--- config.mk ---
export PLATFORM = sky130hd
export DESIGN_NAME = tap_delay_detector
export DESIGN_NICKNAME = d
export VERILOG_FILES = /design/src/rtl/tap_delay_pkg.sv /design/src/rtl/tap_run_counter.sv /design/src/rtl/tap_delay_detector.sv
export SDC_FILE = /design/constraint.sdc
export NUM_CORES = 1
export LEC_CHECK = 0
export ABC_AREA = 1
export BUFFER_PORTS_ARGS = -buffer_cell sky130_fd_sc_hd__buf_2
export CAP_MARGIN = 20
export CORE_UTILIZATION = 49
export CTS_BUF_LIST = sky130_fd_sc_hd__clkbuf_8
export CTS_CLUSTER_DIAMETER = 60
export DETAILED_ROUTE_END_ITERATION = 8
export PLACE_DENSITY = 0.82
export SLEW_MARGIN = 20
export SYNTH_ARGS = -nofsm -noshare
export SYNTH_HDL_FRONTEND = slang
export SYNTH_SLANG_ARGS = --single-unit
--- constraint.sdc ---
create_clock -name clk -period 2 [get_ports clk]
set_input_delay 0.6 -clock clk [delete_from_list [all_inputs] [get_ports clk]]
set_output_delay 0.6 -clock clk [all_outputs]
set_load 0.05 [all_outputs]
--- src/rtl/tap_delay_pkg.sv ---
`default_nettype none
// ============================================================================
// Module      : tap_delay_pkg
// Description : Shared types and default constants for the tap delay
//               detector: FSM state encoding and default stream width,
//               maximum delay, lock and loss thresholds.
// Revision    : 1.0 - initial release
// ============================================================================
package tap_delay_pkg;

    localparam int DEF_WIDTH      = 8;
    localparam int DEF_DEPTH      = 3;
    localparam int DEF_LOCK_COUNT = 4;
    localparam int DEF_LOSS_COUNT = 2;

    typedef enum logic [0:0] {
        SEARCH = 1'b0,
        LOCK   = 1'b1
    } state_t;

endpackage
`default_nettype wire

--- src/rtl/tap_run_counter.sv ---
`default_nettype none
// ============================================================================
// Module      : tap_run_counter
// Description : Saturating consecutive-match counter for one candidate tap.
//               Counts valid samples that match, clears on a valid mismatch
//               or on i_clear, and holds while i_valid is low.
// Ports       : clk      - clock
//               areset   - asynchronous active-high reset
//               i_valid  - a new sample is present
//               i_match  - this tap matches the current sample
//               i_clear  - force the run back to zero
//               o_hit    - run reaches LOCK_COUNT on this sample
// Revision    : 1.0 - initial release
// ============================================================================
module tap_run_counter
    import tap_delay_pkg::*;
#(
    parameter int LOCK_COUNT = DEF_LOCK_COUNT,
    parameter int CW         = $clog2(LOCK_COUNT + 1)
) (
    input  logic clk,
    input  logic areset,
    input  logic i_valid,
    input  logic i_match,
    input  logic i_clear,
    output logic o_hit
);

    localparam logic [CW-1:0] C_MAX = CW'(LOCK_COUNT);

    logic [CW-1:0] r_count;
    logic [CW-1:0] w_next;

    always_comb begin
        w_next = r_count;
        if (i_clear) begin
            w_next = '0;
        end else if (i_valid) begin
            if (i_match) begin
                w_next = (r_count == C_MAX) ? r_count : r_count + 1'b1;
            end else begin
                w_next = '0;
            end
        end
    end

    // A hit means this very sample leaves the run at the threshold.
    assign o_hit = i_valid && i_match && !i_clear && (w_next == C_MAX);

    always_ff @(posedge clk or posedge areset) begin
        if (areset) begin
            r_count <= '0;
        end else begin
            r_count <= w_next;
        end
    end

endmodule
`default_nettype wire

--- src/rtl/tap_delay_detector.sv ---
`default_nettype none
// ============================================================================
// Module      : tap_delay_detector
// Description : Recovers the delay applied by a tapped delay line by
//               comparing its output stream against a local history of its
//               input stream for every candidate delay 0..DEPTH.
// Ports       : clk    - clock, rising edge
//               areset - asynchronous active-high reset
//               valid  - d/q carry a new sample
//               d      - delay-line input sample
//               q      - delay-line output sample
//               locked - registered, sel is trustworthy
//               sel    - registered, detected delay
//               lost   - registered one-cycle pulse when lock drops
// Revision    : 1.0 - initial release
// ============================================================================
module tap_delay_detector
    import tap_delay_pkg::*;
#(
    parameter int WIDTH      = DEF_WIDTH,
    parameter int DEPTH      = DEF_DEPTH,
    parameter int LOCK_COUNT = DEF_LOCK_COUNT,
    parameter int LOSS_COUNT = DEF_LOSS_COUNT,
    parameter int SW         = $clog2(DEPTH + 1)
) (
    input  logic             clk,
    input  logic             areset,
    input  logic             valid,
    input  logic [WIDTH-1:0] d,
    input  logic [WIDTH-1:0] q,
    output logic             locked,
    output logic [SW-1:0]    sel,
    output logic             lost
);

    localparam int            MW      = $clog2(LOSS_COUNT + 1);
    localparam logic [SW-1:0] C_DEPTH = SW'(DEPTH);
    localparam logic [MW-1:0] C_LAST  = MW'(LOSS_COUNT - 1);

    logic [WIDTH-1:0] r_hist [1:DEPTH];
    logic [WIDTH-1:0] w_tap  [0:DEPTH];
    logic [SW-1:0]    r_fill;
    logic [MW-1:0]    r_miss;
    state_t           r_state;
    logic             r_locked;
    logic [SW-1:0]    r_sel;
    logic             r_lost;

    logic [DEPTH:0]   w_match;
    logic [DEPTH:0]   w_hit;
    logic             w_any_hit;
    logic [SW-1:0]    w_first;
    logic             w_sel_match;
    logic             w_drop;

    // Tap 0 is the live input; deeper taps come from the history.
    assign w_tap[0] = d;

    generate
        for (genvar k = 1; k <= DEPTH; k++) begin : g_tap_hist
            assign w_tap[k] = r_hist[k];
        end

        for (genvar k = 0; k <= DEPTH; k++) begin : g_tap
            // Tap k only holds real data once k samples have been seen.
            assign w_match[k] = (r_fill >= SW'(k)) && (q == w_tap[k]);

            tap_run_counter #(
                .LOCK_COUNT (LOCK_COUNT)
            ) u_run (
                .clk     (clk),
                .areset  (areset),
                .i_valid (valid),
                .i_match (w_match[k]),
                .i_clear (w_drop),
                .o_hit   (w_hit[k])
            );
        end
    endgenerate

    // Lowest-index priority: scan downwards so the smallest hit wins.
    always_comb begin
        w_any_hit = 1'b0;
        w_first   = '0;
        for (int k = DEPTH; k >= 0; k--) begin
            if (w_hit[k]) begin
                w_any_hit = 1'b1;
                w_first   = SW'(k);
            end
        end
    end

    assign w_sel_match = w_match[r_sel];
    assign w_drop      = (r_state == LOCK) && valid && !w_sel_match &&
                         (r_miss == C_LAST);

    always_ff @(posedge clk or posedge areset) begin
        if (areset) begin
            for (int k = 1; k <= DEPTH; k++) begin
                r_hist[k] <= '0;
            end
            r_fill <= '0;
        end else if (valid) begin
            r_hist[1] <= d;
            for (int k = 2; k <= DEPTH; k++) begin
                r_hist[k] <= r_hist[k-1];
            end
            if (r_fill != C_DEPTH) begin
                r_fill <= r_fill + 1'b1;
            end
        end
    end

    always_ff @(posedge clk or posedge areset) begin
        if (areset) begin
            r_state  <= SEARCH;
            r_locked <= 1'b0;
            r_sel    <= '0;
            r_lost   <= 1'b0;
            r_miss   <= '0;
        end else begin
            r_lost <= 1'b0;
            if (valid) begin
                case (r_state)
                    SEARCH: begin
                        if (w_any_hit) begin
                            r_state  <= LOCK;
                            r_locked <= 1'b1;
                            r_sel    <= w_first;
                            r_miss   <= '0;
                        end
                    end
                    LOCK: begin
                        if (w_sel_match) begin
                            r_miss <= '0;
                        end else if (w_drop) begin
                            // sel keeps its last value for post-mortem use.
                            r_state  <= SEARCH;
                            r_locked <= 1'b0;
                            r_lost   <= 1'b1;
                            r_miss   <= '0;
                        end else begin
                            r_miss <= r_miss + 1'b1;
                        end
                    end
                    default: r_state <= SEARCH;
                endcase
            end
        end
    end

    assign locked = r_locked;
    assign sel    = r_sel;
    assign lost   = r_lost;

endmodule
`default_nettype wire

After elaboration in Yosys (flattened, before gate mapping)
Cells that the tools add are included.
{"block": "totals", "ff_bits": 45, "inputBits": 19, "output_inout_bits": 4}
{"block": "classes", "addsub": 6, "n_lt_le_gt_ge": 5, "n_eq_ne": 17, "n_mux": 42, "bitwise_logic": 1, "n_reduce_logical": 25}
{"cell": "two-way mux 3 bit", "count": 16}
{"cell": "== test 8 bit", "count": 4}
{"cell": "== test 3 bit, second input constant", "count": 8}
{"cell": "logical AND 1 bit", "count": 19}
{"cell": "two-way mux 1 bit", "count": 15}
{"cell": "two-way mux 2 bit", "count": 7}
{"cell": "adder 3 x 1 -> 3 bit, second input constant", "count": 4}
{"cell": "inequality test 2 bit, second input constant", "count": 3}
{"cell": "adder 2 x 1 -> 2 bit, second input constant", "count": 2}
{"cell": "greater-or-equal comparator 2 x 1 -> 1 bit, second input constant", "count": 2}
{"cell": "greater-or-equal comparator 2 bit, second input constant", "count": 2}
{"cell": "case mux 1 bit (2 select lines)", "count": 2}
{"cell": "case mux 2 bit (2 select lines)", "count": 1}
{"cell": "AND reduction 2 bit", "count": 2}
{"cell": "AND reduction 4 bit", "count": 1}
{"cell": "< comparator 2 x 3 -> 1 bit, second input constant", "count": 1}
{"cell": "AND reduction 3 bit", "count": 1}
{"cell": "binary-select mux 1 bit (select 2 bit)", "count": 1}
{"cell": "== test 2 x 1 -> 1 bit, second input constant", "count": 1}
{"cell": "zero test 1 bit", "count": 2}
{"cell": "inequality test 2 x 1 -> 1 bit, second input constant", "count": 1}
{"cell": "inverter 1 bit", "count": 1}

Depth between registers and ports, before layout
{"block": "logic_depth", "depth_word": 16, "ltp_mapped": 20, "depth_no_buf": 18}

Cells and area by module
Synthesis repeated with hierarchy kept, for this count alone.
{"block": "unflattened", "hier_cells": 411, "hier_area_um2": 2837.7}
{"mod": "tap_delay_detector", "n_inst": 1, "cells_per_inst": 267, "area_per_inst_um2": 1911.8, "seq_area_each_um2": 825.8}
{"mod": "tap_run_counter", "n_inst": 4, "cells_per_inst": 36, "area_per_inst_um2": 231.5, "seq_area_each_um2": 75.1}

Worst setup path before layout
No wires, ideal clock.
{"block": "synth_timing", "kind": "input -> register", "startpoint": "input q[0]", "endpoint": "register r_sel[1] (netlist: sel[1])", "setup_time_ps": 123, "arrival_ps": 2082, "setup_slack_ps": -206, "stages": 18, "n_path_buf": 2, "cell_sequence": "buf_2 > nand2_1 > nand2_1 > nor2_1 > nand2_1 > nor2_2 > nand3_1 > nand3_2 > nand2_2 > nand3_4 > buf_8 > nand3b_2 > nor2_2 > nor2_4 > nand2_4 > nand2_2 > nand2_1 > o21ai_2"}
{"block": "synth_via", "elab_chain_len": 15, "word_cells_on_any_way": 51}
{"element": "start, declared", "line_no": "tap_delay_detector.sv:30", "text": "input logic [WIDTH-1:0] q,"}
{"element": "== test 8 bit", "line_no": "tap_delay_detector.sv:66", "text": "assign w_match[k] = (r_fill >= SW'(k)) && (q == w_tap[k]);"}
{"element": "logical AND 1 bit", "line_no": "tap_delay_detector.sv:66"}
{"element": "binary-select mux 1 bit (select 2 bit)", "line_no": "tap_delay_detector.sv:93", "text": "assign w_sel_match = w_match[r_sel];"}
{"element": "two-way mux 1 bit (not written as such)", "line_no": "tap_delay_detector.sv:93"}
{"element": "zero test 1 bit", "line_no": "tap_delay_detector.sv:94", "text": "assign w_drop = (r_state == LOCK) && valid && !w_sel_match &&"}
{"element": "logical AND 1 bit (2 in series)", "line_no": "tap_delay_detector.sv:94"}
{"element": "two-way mux 3 bit / zero test 1 bit (equally long branches)", "line_no": "tap_run_counter.sv:36, tap_run_counter.sv:48"}
{"element": "== test 3 bit / logical AND 1 bit (equally long branches)", "line_no": "tap_run_counter.sv:48", "text": "assign o_hit = i_valid && i_match && !i_clear && (w_next == C_MAX);"}
{"element": "logical AND 1 bit", "line_no": "tap_run_counter.sv:48"}
{"element": "two-way mux 1 bit (4 in series)", "line_no": "tap_delay_detector.sv:86", "text": "if (w_hit[k]) begin"}
{"element": "AND reduction 3 bit (no source line)"}
{"element": "end signal, assigned", "line_no": "tap_delay_detector.sv:129", "text": "r_sel <= w_first;"}
{"element": "end, declared", "line_no": "tap_delay_detector.sv:46", "text": "logic [SW-1:0] r_sel;"}
Parallel ways exist; a longest one is shown, timed or not. The select of a mux whose other input is x is not followed.
A chain may end at the register's enable or synchronous reset.

Worst setup path in the final report
{"block": "layout_timing", "startpoint": "input q[3]", "endpoint": "register r_state"}
{"block": "layout_via", "elab_chain_len": 16, "word_cells_on_any_way": 50}
{"element": "== test 8 bit", "line_no": "tap_delay_detector.sv:66"}
{"element": "logical AND 1 bit", "line_no": "tap_delay_detector.sv:66"}
{"element": "binary-select mux 1 bit (select 2 bit)", "line_no": "tap_delay_detector.sv:93"}
{"element": "two-way mux 1 bit (not written as such)", "line_no": "tap_delay_detector.sv:93"}
{"element": "zero test 1 bit", "line_no": "tap_delay_detector.sv:94"}
{"element": "logical AND 1 bit (2 in series)", "line_no": "tap_delay_detector.sv:94"}
{"element": "two-way mux 3 bit / zero test 1 bit (equally long branches)", "line_no": "tap_run_counter.sv:36, tap_run_counter.sv:48"}
{"element": "== test 3 bit / logical AND 1 bit (equally long branches)", "line_no": "tap_run_counter.sv:48"}
{"element": "logical AND 1 bit", "line_no": "tap_run_counter.sv:48"}
{"element": "two-way mux 1 bit (4 in series)", "line_no": "tap_delay_detector.sv:86"}
{"element": "two-way mux 1 bit", "line_no": "tap_delay_detector.sv:126", "text": "if (w_any_hit) begin"}
{"element": "case mux 1 bit (2 select lines) *", "line_no": "tap_delay_detector.sv:124", "text": "case (r_state)"}
{"element": "end signal, assigned", "line_no": "tap_delay_detector.sv:127", "text": "r_state <= LOCK;"}
{"element": "end signal, assigned", "line_no": "tap_delay_detector.sv:138", "text": "r_state <= SEARCH;"}
{"element": "end signal, assigned", "line_no": "tap_delay_detector.sv:146", "text": "default: r_state <= SEARCH;"}
{"element": "end, declared", "line_no": "tap_delay_detector.sv:44", "text": "state_t r_state;"}
Every way passes the cells marked *; elsewhere a longest branch is shown, timed or not. The select of a mux whose other input is x is not followed.

==> impl_metrics.yaml <==
synth:
  synthTopCellsByCount: "nand2_1, inv_1, dfrtp_1"
  ys_seq_area_frac: 0.384
  ys_ff_latch: 45
  synthCells: 416
  yosysTopAreaCell: "dfrtp_1"
  netlist_area_sq_mm: 0.00293
  synth_edf_count: 0
  yosys_warnings: 0
  yosysMostFrequentCell: "nand2_1"
  synth_nets: 446
  yosysTopAreaCellShare: 0.384
  async_reset_ff_frac: 1.00
  synth_area_leaders: "dfrtp_1, nand2_1, inv_1"
  synth.avg_cell_area_sq_um: 7.05
  synth-main-ff-cell: "dfrtp_1"
  synth.distinct_cells: 32
pwr:
  p_clk_frac: 0.330
  switchingPower_w: 0.000613
  p_per_area_mw_per_mm2: 576
  swShare: 0.282
  vdd_drop_max_mv: 0.338
  leakagePower_nw: 2.02
  pwr-share-seq: 0.468
  p_int_w: 0.00156
  pwr-share-comb: 0.202
min_path:
  min_path_type: "in2async"
run_status:
  outcome: "complete, but fails checks"
  violations: "setup timing"
global_route:
  grt_max_degree: 46
  grt_util_met1: 0.291
  antenna_found_initial: 0
  grt_pass1_wl_mm: 11.5
  grt_util_met3: 0.0402
  grt_util_met2: 0.404
  grt_usage: 0.234
  grt_overflow_total: 0
  grt_busiest_layer: "met2"
  grt_pass1_vias: 2680
setup_path:
  cp.arrival_ns: 2.42
  cp-start-kind: "input port"
  critPathKind: "in2reg"
  slowest_delay_ns: 0.24
  critPathSlowestCell: "nor2_2"
  timing.rr.end: "sel[0]"
  cp.depth: 15
  crit_family: "simple AND/OR/NAND/NOR gates"
  cp_num_buf_inv: 3
  timing.rr.start: "r_fill[1]"
  worst-r2r-cell-count: 18
  required_ns: 2.20
  crit_path_end_kind: "flop"
  r2r_slack_ns: -0.21
  crit_chain: "buf_2 -> xnor2_1 -> nand2_1 -> nor2_2 -> nand2_1 -> nor2_2 -> nand2_1 -> o21ai_1 -> inv_1 -> nand3_1 -> nor2_1 -> nor2_2 -> nand2_4 -> o21ai_2 -> inv_1"
  cp_max_fo: 5
place:
  preCtsSetupSlack_ns: -0.434
  port_buffers: 22
  hpwl_mm: 4.84
  gp_congestion: 0.869
finish:
  drive_gt1_frac: 0.285
  regArea_sq_mm: 0.00113
  area_growth_pct: 28.8
  diodes: 0
  finish.net_count: 513
  multi_input_comb_area_sq_mm: 0.00167
  fillCellCount: 425
timing:
  setup_ws_ns: -0.221
  period_share: 1.11
  setup_violations: 6
  finalHoldViolCount: 0
  slew_headroom: 0.769
  hold_ws_ns: 0.320
  clock.fmax_ghz: 0.450
  fin_skew_ns: 0.0130
  rsz0062_at_grt: "yes"
  finalCriticalPeriod_ns: 2.22
  finalMaxSlewViolations: 0
  tightest_slew_ns: 0.346
clock_tree:
  cts_inserted_buffers: 5
  cts_max_path_buffers: 2
  cts_tree: "done"
  h-tree-depth: 2
  clock-sinks: 45
  clk_latency_ns: 0.30
  clockRootBuffer: "clkbuf_8"
  cts.reportedPaths.clkPinSlew_ns: 0.09
route:
  finalWirelength_mm: 7.16
  via_per_inst: 5.07
  drt-initial-drc-count: 186
  vias: 2821
  wl_per_cell_microns: 12.9
  antenna_left: 0
  drc: 0
  drtPass1Iterations: 5
run:
  drv_cap: 0
die:
  coreArea_sq_mm: 0.00564
  fp.dieW_microns: 79.4
  die_y_microns: 79.4
  start_util: 0.520
  ioPinCount: 23
  die_area_sq_mm: 0.00630
  row_count: 27
## cell type report
type	instances	share of cell area
repair buffers	69	0.134
flip-flops and latches	45	0.299
well taps	72	0.0239
clock buffers	6	0.0219
inverters	72	0.0719
multi-input cells	290	0.441
clock inverters	2	0.00895
## layout by cell type (no fill, tap or decap), types with 12 or more instances in the layout
cell	synthesis	final
dfrtp_1	45	44
o21ai_0	35	32
buf_2	1	22
nand2_1	140	132
nor2_1	23	18
nand3_1	17	12
buf_4	1	43
inv_1	65	62
## worst reg2reg max path, stage by stage, from the launching register on
cell	delay [ns]
dfrtp_2	0.42
inv_2	0.05
ha_2	0.17
a21oi_2	0.10
nand3_1	0.09
nor2_2	0.15
nand3_1	0.10
nand3_2	0.10
nand2_4	0.07
nand3_4	0.14
buf_12	0.15
nand2_1	0.08
clkinv_2	0.07
nand3_2	0.07
inv_1	0.07
nand2_1	0.04
a21boi_1	0.14
nand2_1	0.09
nand2_1	0.07
## sequential cells by signal, indices dropped and copies added, names as in the netlist
signal               count
lost                     1
r_fill                   2
r_state                  1
r_miss                   2
locked                   1
r_hist                  24
g_tap.u_run.r_count     12
sel                      2
## per-layer routing
layer	vias up	part of all wire
met5	-	0
met4	0	0.032
met3	27	0.052
met2	85	0.47
met1	1303	0.45
li1	1406	-
## power by group through the flow
| stage | clock network, W | logic, W | registers, W |
|---|---|---|---|
| detailed placement | 0 | 0.000404 | 0.00103 |
| CTS | 0.000733 | 0.000419 | 0.00102 |
| finish | 0.000719 | 0.000439 | 0.00102 |
| global placement | 0 | 0.000391 | 0.00103 |
| global route | 0.000763 | 0.000495 | 0.00103 |
| floorplan | 0 | 0.000241 | 0.00102 |
## cell families (layout without fill, tap and decap cells)
logic type / Yosys count / in the layout / share of synthesized area
AOI/OAI and AO/OA: 56 / 56 / 0.101
xor gates and xnor gates: 17 / 17 / 0.0508
adders and majority gates: 11 / 11 / 0.0469
buffers and inverters: 82 / 149 / 0.110
DFF: 45 / 45 / 0.384
and+or+nand+nor: 205 / 206 / 0.307
## stage by stage
step	std cells	TNS (ns)	util	cell area, sq um	total power, W
floorplan	416	-0.611	-	2950	0.00126
global placement	543	-2.23	0.611	3450	0.00142
CTS	553	-0.899	0.651	3670	0.00217
global route	556	-2.17	0.669	3780	0.00229
detailed placement	543	-2.67	0.611	3450	0.00144
finish	556	-1.14	0.669	3780	0.00218
## what timing repair did
item / in CTS / in global routing
cloned: 1 / 0
buffers inserted: 1 / 3
setup endpoints to repair: 7 / 7
hold buffers: 0 / 0
pin swaps: 18 / 18
gates resized for setup: 29 / 19
## how the worst max path moves through the flow
stage	start	slack (ns)	endpoint
CTS	r_fill[1]	-0.16	r_miss[1]
finish	q[3]	-0.22	r_state
floorplan	q[0]	-0.12	sel[1]
detailed placement	q[7]	-0.43	r_miss[1]
global route	q[1]	-0.39	sel[0]
global placement	q[5]	-0.38	r_miss[1]
No activity file was read; power rests on OpenSTA's default activity.
